### config.mk
export PLATFORM = sky130hd
export DESIGN_NAME = video_frame_arbiter
export DESIGN_NICKNAME = d
export VERILOG_FILES = /design/src/rtl/video_frame_arbiter.sv
export SDC_FILE = /design/constraint.sdc
export NUM_CORES = 1
export LEC_CHECK = 0
export BUFFER_PORTS_ARGS = -buffer_cell sky130_fd_sc_hd__buf_2
export CAP_MARGIN = 5
export CORE_UTILIZATION = 25
export DETAILED_ROUTE_END_ITERATION = 12
export SLEW_MARGIN = 20
export SYNTH_ARGS = -nofsm -noshare
export SYNTH_HDL_FRONTEND = slang
export SYNTH_SLANG_ARGS = --single-unit
### constraint.sdc
create_clock -name clock -period 2.5 [get_ports clock]
set_clock_uncertainty 0.15 [all_clocks]
set_input_delay 0.125 -clock clock [delete_from_list [all_inputs] [get_ports clock]]
set_output_delay 0.125 -clock clock [all_outputs]
set_load 0.02 [all_outputs]
### src/rtl/video_frame_arbiter.sv
// rtl/video_frame_arbiter.sv - frame-granular round-robin arbiter sharing one registered 24-bit video sink between two sources
// Optional feature macro: VIDEO_ARB_BLANK_FILL_EN (arbiter emits black frames when nobody requests)
module video_frame_arbiter #(
    parameter int VISIBLE_WIDTH  = 800,
    parameter int VISIBLE_HEIGHT = 600
) (
    input  logic        clock,
    input  logic        reset,
    input  logic [1:0]  req,
    output logic [1:0]  grant,
    input  logic        src0_valid,
    input  logic [23:0] src0_video,
    output logic        src0_ready,
    input  logic        src1_valid,
    input  logic [23:0] src1_video,
    output logic        src1_ready,
    input  logic        out_ready,
    output logic        out_valid,
    output logic [23:0] out_video,
    output logic        frame_start,
    output logic        frame_done
);

    typedef enum logic [1:0] {
        S_IDLE   = 2'd0,
        S_ARB    = 2'd1,
        S_STREAM = 2'd2,
        S_DRAIN  = 2'd3
    } state_t;

    localparam logic [9:0] H_LAST = 10'(VISIBLE_WIDTH - 1);
    localparam logic [9:0] V_LAST = 10'(VISIBLE_HEIGHT - 1);

    state_t      r_state;
    state_t      w_state_nxt;
    logic [1:0]  r_grant;
    logic [1:0]  w_grant_nxt;
    logic        r_rr;
    logic        w_rr_nxt;
    logic        r_frame_start;
    logic        w_frame_start_nxt;
    logic [9:0]  r_h_count;
    logic [9:0]  r_v_count;
    logic        r_out_valid;
    logic [23:0] r_out_video;

    logic        w_load;
    logic        w_streaming;
    logic        w_acc0;
    logic        w_acc1;
    logic        w_acc_blank;
    logic        w_accept;
    logic        w_last;
    logic        w_done;

`ifdef VIDEO_ARB_BLANK_FILL_EN
    logic        r_blank;
    logic        w_blank_nxt;
`endif

    assign w_load      = ~r_out_valid | out_ready;
    assign w_streaming = (r_state == S_STREAM);
    assign src0_ready  = r_grant[0] & w_load & w_streaming;
    assign src1_ready  = r_grant[1] & w_load & w_streaming;
    assign w_acc0      = src0_valid & src0_ready;
    assign w_acc1      = src1_valid & src1_ready;

`ifdef VIDEO_ARB_BLANK_FILL_EN
    assign w_acc_blank = r_blank & w_load & w_streaming;
`else
    assign w_acc_blank = 1'b0;
`endif

    assign w_accept = w_acc0 | w_acc1 | w_acc_blank;
    assign w_last   = w_accept & (r_h_count == H_LAST) & (r_v_count == V_LAST);
    // Final pixel sits in the output register; it is gone once the register may reload.
    assign w_done   = (r_state == S_DRAIN) & w_load;

    assign grant       = r_grant;
    assign out_valid   = r_out_valid;
    assign out_video   = r_out_video;
    assign frame_start = r_frame_start;
    assign frame_done  = w_done;

    // r_rr holds the index favoured on the next contested frame (the one not granted last).
    always_comb begin
        w_state_nxt       = r_state;
        w_grant_nxt       = r_grant;
        w_rr_nxt          = r_rr;
        w_frame_start_nxt = 1'b0;
`ifdef VIDEO_ARB_BLANK_FILL_EN
        w_blank_nxt       = r_blank;
`endif
        case (r_state)
            S_IDLE: begin
`ifdef VIDEO_ARB_BLANK_FILL_EN
                w_state_nxt = S_ARB;
`else
                if (req != 2'b00) begin
                    w_state_nxt = S_ARB;
                end
`endif
            end
            S_ARB: begin
                if (req != 2'b00) begin
                    w_state_nxt       = S_STREAM;
                    w_frame_start_nxt = 1'b1;
                    if (req == 2'b11) begin
                        w_grant_nxt = r_rr ? 2'b10 : 2'b01;
                    end else begin
                        w_grant_nxt = req;
                    end
                end else begin
`ifdef VIDEO_ARB_BLANK_FILL_EN
                    w_state_nxt       = S_STREAM;
                    w_frame_start_nxt = 1'b1;
                    w_blank_nxt       = 1'b1;
`else
                    w_state_nxt = S_IDLE;
`endif
                end
            end
            S_STREAM: begin
                if (w_last) begin
                    w_state_nxt = S_DRAIN;
                end
            end
            S_DRAIN: begin
                if (w_done) begin
                    w_state_nxt = S_ARB;
                    w_grant_nxt = 2'b00;
`ifdef VIDEO_ARB_BLANK_FILL_EN
                    w_blank_nxt = 1'b0;
                    if (!r_blank) begin
                        w_rr_nxt = r_grant[0];
                    end
`else
                    w_rr_nxt = r_grant[0];
`endif
                end
            end
            default: w_state_nxt = S_IDLE;
        endcase
    end

    always_ff @(posedge clock or posedge reset) begin
        if (reset) begin
            r_state       <= S_IDLE;
            r_grant       <= 2'b00;
            r_rr          <= 1'b0;
            r_frame_start <= 1'b0;
`ifdef VIDEO_ARB_BLANK_FILL_EN
            r_blank       <= 1'b0;
`endif
        end else begin
            r_state       <= w_state_nxt;
            r_grant       <= w_grant_nxt;
            r_rr          <= w_rr_nxt;
            r_frame_start <= w_frame_start_nxt;
`ifdef VIDEO_ARB_BLANK_FILL_EN
            r_blank       <= w_blank_nxt;
`endif
        end
    end

    always_ff @(posedge clock or posedge reset) begin
        if (reset) begin
            r_out_valid <= 1'b0;
            r_out_video <= 24'h000000;
        end else if (w_load) begin
            r_out_valid <= w_accept;
            if (w_acc0) begin
                r_out_video <= src0_video;
            end else if (w_acc1) begin
                r_out_video <= src1_video;
            end else if (w_acc_blank) begin
                r_out_video <= 24'h000000;
            end
        end
    end

    always_ff @(posedge clock or posedge reset) begin
        if (reset) begin
            r_h_count <= 10'd0;
            r_v_count <= 10'd0;
        end else if (w_accept) begin
            if (r_h_count == H_LAST) begin
                r_h_count <= 10'd0;
                r_v_count <= (r_v_count == V_LAST) ? 10'd0 : r_v_count + 10'd1;
            end else begin
                r_h_count <= r_h_count + 10'd1;
            end
        end
    end

endmodule

==> results.json, run 1 <==
{
  "run_status": "finished, final reports clean",
  "routed-via-count": 2532,
  "yosys_warnings": 0,
  "finish.instance_area_um2": 3940,
  "drt-met1-wl_um": 3010,
  "tritoncts.num_buffers": 5,
  "met2WireLength_um": 3370,
  "critical_path.top_delay_family": "buffers and inverters",
  "design.die.area_um2": 10900,
  "wire_length_of_the_first_global_routing_pass_um": 11000,
  "number_of_enable_flip_flop_cells_after_synthesis": 0,
  "hold_path_end": "out_valid$_DFFE_PP0P_",
  "timing_max_transition_violations_final": 0,
  "tightest_slew_ps": 467,
  "remaining_drc_errors": 0,
  "root_buffer": "sky130_fd_sc_hd__clkbuf_8",
  "synth_sequential_area_ratio_pct": 48.5,
  "placedCellCount": 483,
  "drtAntennaViolNets": 0,
  "dpl_cell_area_um2": 3270,
  "start_kind": "register",
  "rr_worst_depth": 9,
  "drt-total-wl_um": 6740,
  "final_common_cell": "sky130_fd_sc_hd__buf_2",
  "p_sw_share_pct": 35.2,
  "finalHoldViolCount": 0,
  "clk_pin_slew_worst_paths_ps": 100,
  "max_freq_mhz": 421,
  "worst_path_largest_cell_delay_ps": 570,
  "regToRegStartpoint": "r_state[0]$_DFFE_PP0P_",
  "die_w_um": 105,
  "antenna_cells": 0,
  "regToRegEndpoint": "out_video[10]$_DFFE_PP0P_",
  "cp_cell_instances": "inv_1 > ha_1 > buf_4 > nand4_1 > buf_4 > clkbuf_16 > mux2i_1 > a21oi_1 > dlygate4sd3_1",
  "crit_path_frequent_cell": "sky130_fd_sc_hd__buf_4",
  "largest_net_degree_at_the_start_of_global_routing": 49,
  "setup_tns_final_ps": 0,
  "final_layout_size_suffix_gt1_share_pct": 28.1,
  "finalSetupViolCount": 0,
  "syn_area_um2": 2630,
  "critPathArrivalTime_ps": 2410,
  "combPwrFrac_pct": 44.2,
  "cts_htree_levels": 2,
  "cts_max_path_buffers": 2,
  "postLayoutCoreUtil_pct": 38.3,
  "switching_power_mw": 1.14,
  "critPathBufInv": 5,
  "cp_max_fo": 12,
  "grt_setup_unrepaired": "false",
  "drt-vias-per-instance": 4.65,
  "preCtsSetupSlack_ps": 325,
  "floorplan.die.height_um": 105,
  "timing_worst_setup_path_type": "register to register",
  "dr_wl_met3_um": 343,
  "timing.max_slew.rel_slack_pct": 68.8,
  "hold_path.startpoint": "out_ready",
  "final.period_utilization_pct": 95.1,
  "synth_area_per_cell_um2": 10.0,
  "cell_internal_pwr_mw": 2.10,
  "syn_nets": 325,
  "numPortBuffers": 85,
  "required_time_at_the_endpoint_of_the_critical_path_ps": 2540,
  "power_leakage_nw": 2.03,
  "max-cap-violations": 0,
  "drt-initial-drc-count": 128,
  "areaGrowthSynthToFinish_pct": 49.5,
  "final_cells": 545,
  "layout_common_cells": "sky130_fd_sc_hd__buf_2, sky130_fd_sc_hd__dlygate4sd3_1, sky130_fd_sc_hd__dfrtp_1, sky130_fd_sc_hd__nor2_1, sky130_fd_sc_hd__a21oi_1",
  "boundaryPins": 86,
  "gr-usage-all-layers_pct": 12.2,
  "hp-class": "input port to register",
  "routedWlPerCell_um": 12.4,
  "syn-instance-count": 263,
  "pwr_density_cell_nw_per_um2": 824,
  "drt_pass1_iterations": 4,
  "synth-seq-cells": 51,
  "grt_antenna_before_repair": 0,
  "crit_slowest_cell": "sky130_fd_sc_hd__dlygate4sd3_1",
  "worst-r2r-setup-slack_ps": 120,
  "dp.final_hpwl_um": 4510,
  "synthFlopType": "sky130_fd_sc_hd__dfrtp_1",
  "count_of_standard_cell_rows": 37,
  "routed.top_layer": "met4",
  "min_period_ps": 2380,
  "floorplan.initialDensity_pct": 25.6,
  "worst_skew_pair.late_latency_ps": 310,
  "post-route-worst-setup-slack_ps": 124,
  "timing.hold.worst_path_depth": 3,
  "core_um2": 10300,
  "place.gp.congestion": 0.765,
  "globalRouteOverflowTotal": 0,
  "irDropWorstVdd_mv": 0.369,
  "tritoncts_num_sinks": 51,
  "cts_tree": "done",
  "vias_in_the_first_global_route": 2399,
  "synth_cell_types": 46,
  "end_kind": "register",
  "ys_async_sr_fraction_pct": 100,
  "clock_power_share_pct": 18.0,
  "final_net_count": 470,
  "seq_power_share_pct": 37.8
}
==> per-layer routing <==
layer / vias up / track usage, %
li1: 1250 / -
met1: 1200 / 14.8
met2: 80 / 21.9
met3: 2 / 2.93
met4: 0 / 2.72
met5: - / 0
==> flip-flops by register name, indices dropped and copies added (netlist names) <==
signal and count:
grant 2, out_valid 1, out_video 24, r_rr 1
r_state 2, frame_start 1, r_v_count 10, r_h_count 10
==> how the worst max path moves through the flow <==
stage,from,end,slack [ps],depth (start not counted)
floorplan,r_state[0]$_DFFE_PP0P_,r_h_count[9]$_DFFE_PP0N_,320,7
global placement,r_state[0]$_DFFE_PP0P_,r_h_count[9]$_DFFE_PP0N_,380,6
detailed placement,r_state[0]$_DFFE_PP0P_,r_h_count[9]$_DFFE_PP0N_,320,6
CTS,r_state[0]$_DFFE_PP0P_,out_video[22]$_DFFE_PP0P_,70,8
global route,r_state[0]$_DFFE_PP0P_,out_video[14]$_DFFE_PP0P_,20,9
finish,r_state[0]$_DFFE_PP0P_,out_video[10]$_DFFE_PP0P_,120,9
==> through the flow <==
step / hold slack, ps / power (mW)
2_1_floorplan: 134 / 1.96
3_3_place_gp: -2.83 / 2.31
3_5_place_dp: 2.28 / 2.34
4_1_cts: 87.2 / 3.24
5_1_grt: 146 / 3.46
6_report: 91.7 / 3.24
==> power groups by stage <==
stage	combinational (mW)	sequential (mW)	clock, mW
after CTS	1.40	1.23	0.608
after global routing	1.57	1.26	0.635
after global placement	1.08	1.23	0
after detailed placement	1.09	1.25	0
final	1.43	1.22	0.584
after floorplan	0.463	1.49	0
==> cells in the mapped netlist, types with 4 or more instances <==
library cell / n / area, µm²
sky130_fd_sc_hd__a211o_1: 4 / 35.0
sky130_fd_sc_hd__a21oi_1: 27 / 135
sky130_fd_sc_hd__a32o_1: 4 / 40.0
sky130_fd_sc_hd__and3_1: 5 / 31.3
sky130_fd_sc_hd__clkbuf_1: 8 / 30.0
sky130_fd_sc_hd__dfrtp_1: 51 / 1280
sky130_fd_sc_hd__ha_1: 7 / 87.6
sky130_fd_sc_hd__inv_1: 8 / 30.0
sky130_fd_sc_hd__mux2i_1: 25 / 250
sky130_fd_sc_hd__nand2_1: 7 / 26.3
sky130_fd_sc_hd__nand3_1: 13 / 65.1
sky130_fd_sc_hd__nand4_1: 8 / 50.1
sky130_fd_sc_hd__nor2_1: 36 / 135
sky130_fd_sc_hd__o21ai_0: 12 / 60.1
sky130_fd_sc_hd__xnor2_1: 5 / 43.8
==> timing repair <==
action | 4_1_cts | 5_1_grt
hold buffers | 51 | 0
gates resized for setup | 0 | 2
buffers inserted | 0 | 2
endpoints found under the setup margin | 0 | 24
endpoints found under the hold margin | 43 | 0
==> kinds of logic after synthesis <==
family	share of synthesized area, %
multiplexers	9.94
flip-flops	48.5
XOR/XNOR	2.66
AO/OA/AOI/OAI	14.9
buffers and inverters	3.09
AND/OR/NAND/NOR	17.5
adder cells (fa/ha/maj)	3.33
==> area by class of cell <==
type / count / area [µm²]
timing repair buffer: 149 / 1070
inverter: 9 / 33.8
tap: 136 / 170
multi-input combinational: 192 / 1270
sequential: 51 / 1280
fill: 998 / 6340
clock buffer: 5 / 68.8
clock inverter: 3 / 43.8
==> worst register-to-register path: stages (launching register included) <==
cell and delay [ps]:
sky130_fd_sc_hd__dfrtp_2 420, sky130_fd_sc_hd__inv_1 80, sky130_fd_sc_hd__ha_1 180, sky130_fd_sc_hd__buf_4 160, sky130_fd_sc_hd__nand4_1 90, sky130_fd_sc_hd__buf_4 180
sky130_fd_sc_hd__clkbuf_16 180, sky130_fd_sc_hd__mux2i_1 150, sky130_fd_sc_hd__a21oi_1 80, sky130_fd_sc_hd__dlygate4sd3_1 570
(Power assumes the default switching activity.)
==> inputs of run 2 (changes only) <==
--- a/config.mk
+++ b/config.mk
@@ -7,6 +7,7 @@
 export LEC_CHECK = 0
 export BUFFER_PORTS_ARGS = -buffer_cell sky130_fd_sc_hd__buf_2
 export CAP_MARGIN = 5
+export CORE_ASPECT_RATIO = 0.75
 export CORE_UTILIZATION = 25
 export DETAILED_ROUTE_END_ITERATION = 12
 export SLEW_MARGIN = 20
==> results.json, run 2 (synthesis results as in run 1) <==
{
  "run_status": "finished with violations",
  "violations": "DRC",
  "tritoncts.num_buffers": 5,
  "globalRouteOverflowTotal": 0,
  "regToRegStartpoint": "r_state[0]$_DFFE_PP0P_",
  "hold_path.startpoint": "src1_video[14]",
  "required_time_at_the_endpoint_of_the_critical_path_ps": 2530,
  "core_um2": 10200,
  "tightest_slew_ps": 668,
  "cp_max_fo": 12,
  "design.die.area_um2": 10900,
  "routedWlPerCell_um": 13.8,
  "postLayoutCoreUtil_pct": 39.0,
  "min_period_ps": 2460,
  "timing.max_slew.rel_slack_pct": 55.5,
  "multi_input_comb_area_um2": 1290,
  "dp.final_hpwl_um": 4490,
  "most_congested_layer_reported_by_global_routing": "met2",
  "final_net_count": 467,
  "grt_use_met2_pct": 20.9,
  "floorplan.initialDensity_pct": 25.7,
  "use_met3_pct": 2.90,
  "place.gp.congestion": 0.812,
  "irDropWorstVdd_mv": 0.283,
  "root_buffer": "sky130_fd_sc_hd__clkbuf_16",
  "tritoncts_num_sinks": 51,
  "gr-usage-all-layers_pct": 13.1,
  "final.period_utilization_pct": 98.3,
  "largest_net_degree_at_the_start_of_global_routing": 52,
  "placedCellCount": 482,
  "hp-class": "input port to register",
  "wire_length_of_the_first_global_routing_pass_um": 11700,
  "finalHoldViolCount": 0,
  "count_of_standard_cell_rows": 32,
  "worst-r2r-setup-slack_ps": 40,
  "power_leakage_nw": 2.05,
  "routed-via-count": 2564,
  "finalSetupViolCount": 0,
  "worst_skew_pair.late_latency_ps": 290,
  "layout_common_cells": "sky130_fd_sc_hd__buf_2, sky130_fd_sc_hd__dfrtp_1, sky130_fd_sc_hd__dlygate4sd3_1, sky130_fd_sc_hd__nor2_1, sky130_fd_sc_hd__a21oi_1",
  "numPortBuffers": 85,
  "timing_max_transition_violations_final": 0,
  "grt_antenna_before_repair": 0,
  "pwr_density_cell_nw_per_um2": 868,
  "setup.worst_path.start": "r_state[0]$_DFFE_PP0P_",
  "cts_max_path_buffers": 2,
  "groute.layer.met1.usage_pct": 17.6,
  "drt-initial-drc-count": 115,
  "clk_pin_slew_worst_paths_ps": 70,
  "drt-vias-per-instance": 4.73,
  "total_power_mw": 3.47,
  "combPwrFrac_pct": 41.4,
  "clock_power_share_pct": 23.0,
  "final_cells": 542,
  "timing_worst_setup_path_type": "register to register",
  "dpl_cell_area_um2": 3260,
  "remaining_drc_errors": 1,
  "ff_latch_area_um2": 1280,
  "end_kind": "register",
  "vias_in_the_first_global_route": 2509,
  "final_common_cell": "sky130_fd_sc_hd__buf_2",
  "max-cap-violations": 0,
  "switching_power_mw": 1.22,
  "die_w_um": 120,
  "final_layout_size_suffix_gt1_share_pct": 29.6,
  "cell_internal_pwr_mw": 2.26,
  "floorplan.die.height_um": 90.8,
  "antenna_cells": 0,
  "drtAntennaViolNets": 0,
  "finish.instance_area_um2": 4000,
  "areaGrowthSynthToFinish_pct": 52.1,
  "p_sw_share_pct": 35.0,
  "final.fill_count": 1033,
  "cts_tree": "done",
  "max_reg_flops": 24,
  "critPathArrivalTime_ps": 2490,
  "drt_pass1_iterations": 8,
  "boundaryPins": 86,
  "max_freq_mhz": 407,
  "drt-total-wl_um": 7490,
  "seq_power_share_pct": 35.7,
  "cts_htree_levels": 2,
  "fin_worst_hold_slack_ps": 6.95,
  "start_kind": "register"
}
==> run 2: critical path: stages, from the launching register on <==
cell,delay (ps)
sky130_fd_sc_hd__dfrtp_2,430
sky130_fd_sc_hd__inv_2,90
sky130_fd_sc_hd__ha_4,140
sky130_fd_sc_hd__buf_6,110
sky130_fd_sc_hd__nand4_1,190
sky130_fd_sc_hd__buf_6,200
sky130_fd_sc_hd__clkbuf_16,180
sky130_fd_sc_hd__mux2i_1,160
sky130_fd_sc_hd__a21oi_1,90
sky130_fd_sc_hd__dlygate4sd3_1,590
==> run 2: path summary, 6_finish.rpt <==
| check | end | depth (start not counted) |
|---|---|---|
| setup / recovery | out_video[6]$_DFFE_PP0P_ | 9 |
| hold / removal | out_video[14]$_DFFE_PP0P_ | 3 |
| setup reg to reg | out_video[6]$_DFFE_PP0P_ | 9 |
| hold reg to reg | r_h_count[7]$_DFFE_PP0N_ | 1 |
| max in group asynchronous | r_state[0]$_DFFE_PP0P_ | 4 |
| min in group asynchronous | out_video[14]$_DFFE_PP0P_ | 4 |
==> run 2: timing repair <==
action                                  in CTS  in global routing
endpoints found under the setup margin       0                 19
hold buffers                                46                  0
endpoints found under the hold margin       77                  0
gates resized for setup                      0                  8
setup buffers                                0                  4
==> run 2: cell type report <==
type / count / area share (%)
inverter: 9 / 0.844
timing repair buffer: 146 / 26.4
sequential: 51 / 31.9
tap: 136 / 4.25
multi-input combinational: 192 / 32.2
clock inverter: 3 / 1.19
clock buffer: 5 / 3.13
==> run 2: metrics by stage <==
step                      TNS [ps]  setup WS, ps
after global routing          -228         -47.6
after CTS                        0          65.4
after floorplan                  0           318
final                            0          41.6
after detailed placement         0           320
after global placement           0           367
==> run 2: metal layers <==
layer  wire length (µm)  vias to the layer above
met4                 70                        0
met5                  0                        -
met2               3550                       79
li1                   -                     1246
met1               3450                     1230
met3                421                        9
==> run 2: power by group through the flow <==
| stage | clock network, mW | registers [mW] | logic (mW) |
|---|---|---|---|
| finish | 0.798 | 1.24 | 1.44 |
| global route | 0.861 | 1.28 | 1.57 |
| CTS | 0.824 | 1.23 | 1.35 |
| detailed placement | 0 | 1.25 | 1.10 |
| global placement | 0 | 1.23 | 1.08 |
| floorplan | 0 | 1.49 | 0.463 |
